File: src/rtl/riscv_ctrl_pkg.sv
// Shared control constants for the multicycle RV32I core: opcodes, FSM state
// encoding and datapath select codes. Also used by the immediate decoder.
package riscv_ctrl_pkg;

   // Base opcodes (IR[6:0])
   localparam logic [6:0] OP_LOAD   = 7'b0000011;
   localparam logic [6:0] OP_STORE  = 7'b0100011;
   localparam logic [6:0] OP_RTYPE  = 7'b0110011;
   localparam logic [6:0] OP_ITYPE  = 7'b0010011;
   localparam logic [6:0] OP_BRANCH = 7'b1100011;
   localparam logic [6:0] OP_JAL    = 7'b1101111;
   localparam logic [6:0] OP_JALR   = 7'b1100111;
   localparam logic [6:0] OP_LUI    = 7'b0110111;
   localparam logic [6:0] OP_AUIPC  = 7'b0010111;

   // FSM state encoding
   localparam logic [3:0] S_FETCH     = 4'd0;
   localparam logic [3:0] S_DECODE    = 4'd1;
   localparam logic [3:0] S_MEMADR    = 4'd2;
   localparam logic [3:0] S_MEMREAD   = 4'd3;
   localparam logic [3:0] S_MEMWB     = 4'd4;
   localparam logic [3:0] S_MEMWRITE  = 4'd5;
   localparam logic [3:0] S_EXECUTER  = 4'd6;
   localparam logic [3:0] S_EXECUTEI  = 4'd7;
   localparam logic [3:0] S_ALUWB     = 4'd8;
   localparam logic [3:0] S_BEQ       = 4'd9;
   localparam logic [3:0] S_JAL       = 4'd10;
   localparam logic [3:0] S_JALR_ADDR = 4'd11;
   localparam logic [3:0] S_JALR_JUMP = 4'd12;
   localparam logic [3:0] S_LUI       = 4'd13;
   localparam logic [3:0] S_ILLEGAL   = 4'd14;

   // ResultSrc
   localparam logic [1:0] RES_ALUOUT    = 2'b00;
   localparam logic [1:0] RES_DATA      = 2'b01;
   localparam logic [1:0] RES_ALURESULT = 2'b10;

   // ALUSrcA
   localparam logic [1:0] SRCA_PC    = 2'b00;
   localparam logic [1:0] SRCA_OLDPC = 2'b01;
   localparam logic [1:0] SRCA_RS1   = 2'b10;
   localparam logic [1:0] SRCA_ZERO  = 2'b11;

   // ALUSrcB
   localparam logic [1:0] SRCB_RS2  = 2'b00;
   localparam logic [1:0] SRCB_IMM  = 2'b01;
   localparam logic [1:0] SRCB_FOUR = 2'b10;

   // ALUOp
   localparam logic [1:0] ALU_ADD   = 2'b00;
   localparam logic [1:0] ALU_SUB   = 2'b01;
   localparam logic [1:0] ALU_FUNCT = 2'b10;

   // State that follows DECODE for a given opcode
   function automatic logic [3:0] decode_state(input logic [6:0] op);
      logic [3:0] s;
      case (op)
         OP_LOAD, OP_STORE: s = S_MEMADR;
         OP_RTYPE:          s = S_EXECUTER;
         OP_ITYPE:          s = S_EXECUTEI;
         OP_BRANCH:         s = S_BEQ;
         OP_JAL:            s = S_JAL;
         OP_JALR:           s = S_JALR_ADDR;
         OP_LUI:            s = S_LUI;
         OP_AUIPC:          s = S_ALUWB;
         default:           s = S_ILLEGAL;
      endcase
      return s;
   endfunction

endpackage

File: src/rtl/instret_counter.sv
// Retired-instruction counter. Counts one per retire cycle and wraps modulo
// 2^CNT_W; the retire pulse is passed out in the same cycle it is counted.
module instret_counter #(
   parameter int CNT_W = 32
) (
   input  logic             clk,
   input  logic             reset,
   input  logic             retire,
   output logic             instr_retired,
   output logic [CNT_W-1:0] instret
);

   logic [CNT_W-1:0] count;

   // Count on each retire edge, cleared asynchronously
   always_ff @(posedge clk or posedge reset) begin
      if (reset) begin
         count <= '0;
      end else if (retire) begin
         count <= count + CNT_W'(1);
      end
   end

   // Pulse is suppressed while reset is held so no stray retire is seen
   always_comb begin
      instr_retired = retire & ~reset;
      instret       = count;
   end

endmodule

File: src/rtl/multicycle_ctrl.sv
// Main control FSM of the multicycle RV32I core. Moore outputs decoded from
// state; IRWrite, FETCH's PCUpdate and MemWrite are qualified by mem_ready.
// Build option: MULTICYCLE_CTRL_ILLEGAL_TRAP_EN makes ILLEGAL a sticky halt
// with illegal_instr=1; otherwise ILLEGAL is a one-cycle retiring NOP.
module multicycle_ctrl #(
   parameter int CNT_W = 32
) (
   input  logic             clk,
   input  logic             reset,
   input  logic [6:0]       op,
   input  logic             mem_ready,
   output logic             mem_req,
   output logic             AdrSrc,
   output logic             IRWrite,
   output logic             PCUpdate,
   output logic             Branch,
   output logic             RegWrite,
   output logic             MemWrite,
   output logic [1:0]       ResultSrc,
   output logic [1:0]       ALUSrcA,
   output logic [1:0]       ALUSrcB,
   output logic [1:0]       ALUOp,
   output logic             instr_retired,
   output logic [CNT_W-1:0] instret,
   output logic             illegal_instr
);

   import riscv_ctrl_pkg::*;

   logic [3:0] state;
   logic [3:0] state_next;
   logic       retire;

   // State register
   always_ff @(posedge clk or posedge reset) begin
      if (reset) begin
         state <= S_FETCH;
      end else begin
         state <= state_next;
      end
   end

   // Next state; retire marks the last cycle of each instruction
   always_comb begin
      state_next = state;
      retire     = 1'b0;
      case (state)
         S_FETCH:     if (mem_ready) state_next = S_DECODE;
         S_DECODE:    state_next = decode_state(op);
         S_MEMADR:    state_next = op[5] ? S_MEMWRITE : S_MEMREAD;
         S_MEMREAD:   if (mem_ready) state_next = S_MEMWB;
         S_MEMWRITE: begin
            if (mem_ready) begin
               state_next = S_FETCH;
               retire     = 1'b1;
            end
         end
         S_MEMWB, S_ALUWB, S_BEQ: begin
            state_next = S_FETCH;
            retire     = 1'b1;
         end
         S_EXECUTER, S_EXECUTEI, S_JAL, S_LUI, S_JALR_JUMP: state_next = S_ALUWB;
         S_JALR_ADDR: state_next = S_JALR_JUMP;
`ifdef MULTICYCLE_CTRL_ILLEGAL_TRAP_EN
         S_ILLEGAL:   state_next = S_ILLEGAL;
`else
         S_ILLEGAL: begin
            state_next = S_FETCH;
            retire     = 1'b1;
         end
`endif
         default:     state_next = S_FETCH;
      endcase
   end

   // Datapath controls; everything forced low while reset is held
   always_comb begin
      mem_req   = 1'b0;
      AdrSrc    = 1'b0;
      IRWrite   = 1'b0;
      PCUpdate  = 1'b0;
      Branch    = 1'b0;
      RegWrite  = 1'b0;
      MemWrite  = 1'b0;
      ResultSrc = RES_ALUOUT;
      ALUSrcA   = SRCA_PC;
      ALUSrcB   = SRCB_RS2;
      ALUOp     = ALU_ADD;
      if (!reset) begin
         case (state)
            S_FETCH: begin
               mem_req   = 1'b1;
               ALUSrcB   = SRCB_FOUR;
               ResultSrc = RES_ALURESULT;
               IRWrite   = mem_ready;
               PCUpdate  = mem_ready;
            end
            S_DECODE: begin
               ALUSrcA = SRCA_OLDPC;
               ALUSrcB = SRCB_IMM;
            end
            S_MEMADR, S_JALR_ADDR: begin
               ALUSrcA = SRCA_RS1;
               ALUSrcB = SRCB_IMM;
            end
            S_MEMREAD: begin
               mem_req = 1'b1;
               AdrSrc  = 1'b1;
            end
            S_MEMWB: begin
               ResultSrc = RES_DATA;
               RegWrite  = 1'b1;
            end
            S_MEMWRITE: begin
               mem_req  = 1'b1;
               AdrSrc   = 1'b1;
               MemWrite = mem_ready;
            end
            S_EXECUTER: begin
               ALUSrcA = SRCA_RS1;
               ALUOp   = ALU_FUNCT;
            end
            S_EXECUTEI: begin
               ALUSrcA = SRCA_RS1;
               ALUSrcB = SRCB_IMM;
               ALUOp   = ALU_FUNCT;
            end
            S_ALUWB:  RegWrite = 1'b1;
            S_BEQ: begin
               ALUSrcA = SRCA_RS1;
               ALUOp   = ALU_SUB;
               Branch  = 1'b1;
            end
            S_JAL, S_JALR_JUMP: begin
               ALUSrcA  = SRCA_OLDPC;
               ALUSrcB  = SRCB_FOUR;
               PCUpdate = 1'b1;
            end
            S_LUI: begin
               ALUSrcA = SRCA_ZERO;
               ALUSrcB = SRCB_IMM;
            end
            default: ;
         endcase
      end
   end

   // Trap indicator
`ifdef MULTICYCLE_CTRL_ILLEGAL_TRAP_EN
   always_comb illegal_instr = (state == S_ILLEGAL) & ~reset;
`else
   always_comb illegal_instr = 1'b0;
`endif

   instret_counter #(
      .CNT_W(CNT_W)
   ) u_instret_counter (
      .clk           (clk),
      .reset         (reset),
      .retire        (retire),
      .instr_retired (instr_retired),
      .instret       (instret)
   );

endmodule

File: config.mk
export PLATFORM = sky130hd
export DESIGN_NAME = multicycle_ctrl
export DESIGN_NICKNAME = d
export VERILOG_FILES = /design/src/rtl/riscv_ctrl_pkg.sv /design/src/rtl/instret_counter.sv /design/src/rtl/multicycle_ctrl.sv
export SDC_FILE = /design/constraint.sdc
export NUM_CORES = 1
export LEC_CHECK = 0
export CAP_MARGIN = 20
export CORE_MARGIN = 4
export CORE_UTILIZATION = 48
export CTS_CLUSTER_DIAMETER = 30
export DETAILED_ROUTE_END_ITERATION = 7
export GPL_ROUTABILITY_DRIVEN = 0
export HOLD_SLACK_MARGIN = 0.15
export PLACE_DENSITY_LB_ADDON = 0.05
export SYNTH_ARGS = -nofsm -noshare
export SYNTH_HDL_FRONTEND = slang
export SYNTH_SLANG_ARGS = --single-unit
File: constraint.sdc
create_clock -name clk -period 4.65 [get_ports clk]
set_input_delay 1.1625 -clock clk [delete_from_list [all_inputs] [get_ports clk]]
set_output_delay 1.1625 -clock clk [all_outputs]
set_load 0.01 [all_outputs]
==> flow_summary.json, run 1 <==
{
  "fillers": 356,
  "synth_seq_cells": 36,
  "hold_viol_final": 0,
  "route.detailed.drc": 0,
  "antenna_found_initial": 0,
  "synth_top_family_by_area": "simple AND/OR/NAND/NOR gates",
  "synth-adder-area-share_pct": 0.620,
  "antennaDiodeCount": 0,
  "grt_usage_pct": 18.3,
  "async_flop_share_pct": 100,
  "synth_compound_area_share_pct": 10.5,
  "drtAntennaViolNets": 0,
  "rsz0062_at_grt": "false",
  "cts_root_buffer": "clkbuf_8",
  "syn_area_mm2": 0.00202,
  "grt_pass1_vias": 1654,
  "yosysMostFrequentCell": "dfrtp_1",
  "p_per_area_mw_per_mm2": 411,
  "drt-total-wl_um": 4500,
  "tritoncts": "yes",
  "crit_fanout": 8,
  "syn-num-nets": 219,
  "cts_setup_buffers": 0,
  "cp-start-kind": "input pin",
  "power_frac_seq_pct": 40.1,
  "netSwitchingPower_mw": 0.388,
  "relSlewSlack_pct": 58.3,
  "finalCritPeriodShare_pct": 91.2,
  "io_buffers": 57,
  "critPathRequiredTime_ns": 3.49,
  "synthTopCellsByArea": "dfrtp_1, xnor2_1, nand2_1",
  "setup_viol": 0,
  "power_leakage_nw": 1.10,
  "drv_slew": 0,
  "areaGrowthSynthToFinish_pct": 33.8,
  "synthTopCellsByCount": "dfrtp_1, xnor2_1, nand2_1",
  "dieWidth_um": 72.8,
  "p_clk_share_pct": 24.3,
  "drtPass1Iterations": 4,
  "vdd_drop_max_mv": 0.268,
  "wl_per_cell_um": 14.4,
  "synth_simple_gate_area_share_pct": 23.6,
  "avgSynthCellArea_um2": 9.70,
  "ctsHtreeMaxLevel": 2,
  "hold_class": "reg -> reg",
  "path_clk_slew_ns": 0.07,
  "setup_tns_ns": 0,
  "timing.final.crit_period_ns": 4.24,
  "synthMuxAreaShare_pct": 1.55,
  "viasPerCell": 5.49,
  "yosysTopAreaCellShare_pct": 44.6,
  "endpoint_kind": "output pin",
  "yosys.area.top_type": "dfrtp_1",
  "first_iter_violations": 113,
  "worst_pin_slew_ns": 0.626,
  "dpl-instance-area_mm2": 0.00259,
  "p_sw_share_pct": 34.9,
  "layout.nets": 272,
  "outcome": "finished clean",
  "cts_hold_buf": 0,
  "dp_hpwl_um": 3290,
  "p_int_mw": 0.723,
  "synth-edff-count": 0,
  "final_area_mm2": 0.00270,
  "ys.flop_type": "dfrtp_1",
  "insertion_delay_ns": 0.28,
  "grt_start_max_net_pins": 37,
  "ys_types": 45,
  "die_h_um": 72.8,
  "cts_buffers": 5,
  "synth_seq_area_share_pct": 44.6,
  "core_area_mm2": 0.00403,
  "die_area_mm2": 0.00531,
  "route.vias.total": 1712,
  "cts-resized-gates": 0,
  "synthXorXnorAreaFrac_pct": 14.3,
  "overflow": 0,
  "initial_core_util_pct": 50.1,
  "ys_warn_count": 0,
  "p_comb_share_pct": 35.7,
  "fmax_mhz": 236,
  "clock_sinks": 36,
  "grt_pass1_wl_um": 7620,
  "layout-drive-gt1-share_pct": 5.73,
  "finalClockSkew_ns": 0.00659,
  "crit_arrival_ns": 3.08,
  "io_pins": 59,
  "cts_buffer_depth": 2,
  "cap_violations": 0,
  "placementRows": 23,
  "synth_cells": 208,
  "crit_type": "in -> out"
}
-- flip-flops by register name, summed over array words and instances (netlist names) --
signal	cells
state	4
u_instret_counter.instret	32
-- logic make-up (layout without fill, tap and decap cells) --
logic type | count (synthesis) | count (layout)
AND/OR/NAND/NOR | 89 | 89
other | 1 | 1
multiplexers | 3 | 3
flip-flops | 36 | 36
AO/OA/AOI/OAI | 27 | 27
adder cells (fa/ha/maj) | 1 | 1
XOR/XNOR | 33 | 33
buffers and inverters | 18 | 72
-- layout by cell type, fill, tap and decap left out, types with 2 or more instances in the layout --
master	instances
dfrtp_1	36
and2_1	2
nor4_1	4
o221ai_1	2
nand2_1	22
o21ai_0	3
clkdlybuf4s50_1	57
nor3_1	6
nand2b_1	3
and3_1	8
and4_1	3
xor2_1	8
nor2_1	10
a211o_1	2
a21oi_1	7
a211oi_1	3
mux2i_1	2
xnor2_1	25
clkbuf_8	5
nand3b_1	2
inv_1	6
nand4_1	7
nand3_1	16
-- power groups by stage --
| stage | sequential (mW) | combinational, mW | clock (mW) |
|---|---|---|---|
| 4_1_cts | 0.445 | 0.400 | 0.277 |
| 5_1_grt | 0.456 | 0.438 | 0.292 |
| 3_5_place_dp | 0.450 | 0.397 | 0 |
| 6_report | 0.445 | 0.396 | 0.269 |
| 3_3_place_gp | 0.449 | 0.393 | 0 |
| 2_1_floorplan | 0.416 | 0.269 | 0 |
-- per-layer routing --
layer / vias up / part of all wire, % / global-route usage (%) / routed length (um)
met2: 46 / 47 / 28.4 / 2110
li1: 837 / - / - / -
met5: - / 0 / 0 / 0
met3: 2 / 5.8 / 5.37 / 262
met1: 827 / 47 / 25.0 / 2100
met4: 0 / 0.56 / 4.92 / 25
-- area by class of cell --
cell class,instances,area [um^2],share of cell area [%]
tap,50,62.6,2.32
inverter,6,22.5,0.834
sequential,36,901,33.4
clock buffer,5,68.8,2.55
multi-input combinational,154,1020,38.0
clock inverter,3,42.5,1.58
timing repair buffer,58,578,21.4
-- worst max-delay path, stage by stage --
cell,delay (ns)
clkdlybuf4s50_1,0.62
inv_1,0.10
a211o_1,0.43
a21oi_1,0.19
clkdlybuf4s50_1,0.57
-- worst paths after layout --
check	start	end	slack, ns	depth (start not counted)
max	mem_ready	instr_retired	0.41	5
min in group asynchronous	reset	u_instret_counter.instret[27]	1.62	3
max reg2reg	state[3]	u_instret_counter.instret[26]	2.25	5
max in group asynchronous	reset	u_instret_counter.instret[1]	2.70	3
min	u_instret_counter.instret[19]	u_instret_counter.instret[19]	0.49	1
min reg2reg	u_instret_counter.instret[19]	u_instret_counter.instret[19]	0.49	1
-- stage by stage --
| step | total power, mW | hold slack [ns] | setup WS [ns] | util [%] | instances |
|---|---|---|---|---|---|
| 3_5_place_dp | 0.846 | 0.480 | 0.402 | 64.3 | 304 |
| 6_report | 1.11 | 0.486 | 0.410 | 67.0 | 312 |
| 2_1_floorplan | 0.685 | 0.508 | 0.721 | - | 208 |
| 5_1_grt | 1.19 | 0.532 | 0.267 | 67.0 | 312 |
| 4_1_cts | 1.12 | 0.494 | 0.400 | 67.0 | 312 |
| 3_3_place_gp | 0.841 | 0.464 | 0.462 | 64.3 | 304 |
Power figures use the tool's default switching activity.
==> run 2: changes to the inputs <==
CTS_CLUSTER_SIZE = 8   (was not set)
MAX_ROUTING_LAYER = met4   (was not set)
==> flow_summary.json, run 2 (synthesized netlist as in run 1, its figures left out) <==
{
  "outcome": "finished clean",
  "route.detailed.drc": 0,
  "final_cells": 312,
  "hold_class": "reg -> reg",
  "drt-total-wl_um": 4490,
  "p_int_mw": 0.723,
  "grt_usage_pct": 18.8,
  "io_pins": 59,
  "placementRows": 23,
  "antenna_found_initial": 0,
  "rsz0062_at_grt": "false",
  "setup_tns_ns": 0,
  "tritoncts": "yes",
  "layout_common_cells": "clkdlybuf4s50_1, dfrtp_1, xnor2_1",
  "overflow": 0,
  "dp_hpwl_um": 3290,
  "initial_core_util_pct": 50.1,
  "final_common_cell": "clkdlybuf4s50_1",
  "drtPass1Iterations": 4,
  "power_frac_seq_pct": 40.1,
  "route.vias.total": 1716,
  "timing.final.crit_period_ns": 4.24,
  "p_comb_share_pct": 35.7,
  "layout-drive-gt1-share_pct": 5.73,
  "ctsHtreeMaxLevel": 2,
  "path_clk_slew_ns": 0.07,
  "clock_sinks": 36,
  "r2r_setup_slack_ns": 2.25,
  "post-place-cells": 304,
  "cts_setup_buffers": 0,
  "wl_per_cell_um": 14.4,
  "cts_buffers": 5,
  "crit_fanout": 8,
  "vdd_drop_max_mv": 0.268,
  "io_buffers": 57,
  "p_per_area_mw_per_mm2": 411,
  "finalClockSkew_ns": 0.00661,
  "die_area_mm2": 0.00531,
  "cap_violations": 0,
  "setup_viol": 0,
  "p_clk_share_pct": 24.3,
  "largest_reg_flops": 32,
  "cts_root_buffer": "clkbuf_8",
  "areaGrowthSynthToFinish_pct": 33.8,
  "cts_hold_buf": 0,
  "fmax_mhz": 236,
  "worst_pin_slew_ns": 0.624,
  "critPathRequiredTime_ns": 3.49,
  "core_area_mm2": 0.00403,
  "cp-start-kind": "input pin",
  "antennaDiodeCount": 0,
  "crit_arrival_ns": 3.08,
  "endpoint_kind": "output pin",
  "dieWidth_um": 72.8,
  "drv_slew": 0,
  "cts_buffer_depth": 2,
  "viasPerCell": 5.50,
  "first_iter_violations": 117,
  "p_sw_share_pct": 34.9,
  "hold_viol_final": 0,
  "finalCritPeriodShare_pct": 91.2,
  "grt_start_max_net_pins": 37,
  "insertion_delay_ns": 0.28,
  "power_leakage_nw": 1.10,
  "cts-resized-gates": 0,
  "grt_pass1_wl_um": 7630,
  "drtAntennaViolNets": 0,
  "netSwitchingPower_mw": 0.388,
  "layout.nets": 272,
  "relSlewSlack_pct": 58.4,
  "die_h_um": 72.8,
  "crit_type": "in -> out",
  "grt_pass1_vias": 1652
}
## run 2: metrics by stage
stage / hold WS, ns / worst slack (ns) / utilization [%] / area [um^2] / total power, mW
finish: 0.486 / 0.408 / 67.0 / 2700 / 1.11
global route: 0.532 / 0.267 / 67.0 / 2700 / 1.19
CTS: 0.494 / 0.400 / 67.0 / 2700 / 1.12
detailed placement: 0.480 / 0.402 / 64.3 / 2590 / 0.846
global placement: 0.464 / 0.462 / 64.3 / 2590 / 0.841
floorplan: 0.508 / 0.721 / - / 2020 / 0.685
## run 2: worst paths after layout
check | from | end | cells past startpoint
max in group asynchronous | reset | u_instret_counter.instret[1] | 3
worst min-delay path | u_instret_counter.instret[19] | u_instret_counter.instret[19] | 1
min in group asynchronous | reset | u_instret_counter.instret[27] | 3
worst min register to register | u_instret_counter.instret[19] | u_instret_counter.instret[19] | 1
worst max-delay path | mem_ready | instr_retired | 5
worst max register to register | state[3] | u_instret_counter.instret[26] | 5
## run 2: power by group through the flow
stage / combinational, mW / sequential (mW) / clock (mW)
floorplan: 0.269 / 0.416 / 0
global placement: 0.393 / 0.449 / 0
detailed placement: 0.397 / 0.450 / 0
CTS: 0.400 / 0.445 / 0.277
global route: 0.438 / 0.456 / 0.292
finish: 0.396 / 0.445 / 0.269
## run 2: final cells by class
type                       instances  area (um^2)
sequential                        36          901
timing repair buffer              58          578
multi-input combinational        154         1020
clock buffer                       5         68.8
inverter                           6         22.5
tap                               50         62.6
fill                             356         1330
clock inverter                     3         42.5
## run 2: worst max-delay path, cell delays in order
cell and delay [ns]:
clkdlybuf4s50_1 0.62, inv_1 0.10, a211o_1 0.43, a21oi_1 0.20, clkdlybuf4s50_1 0.57
## run 2: metal layers
layer | GRT usage, % | vias to the layer above | share of wire (%)
li1 | - | 837 | -
met1 | 25.0 | 829 | 47
met2 | 28.5 | 48 | 47
met3 | 5.23 | 2 | 5.8
met4 | 4.92 | 0 | 0.53
met5 | - | - | 0
==> run 3: changes to the inputs <==
CAP_MARGIN = not set   (was 20)
CTS_CLUSTER_SIZE = not set   (was 8)
==> results of run 3 <==
Same layout as run 2: the final DEF is identical, and so are final timing and power.
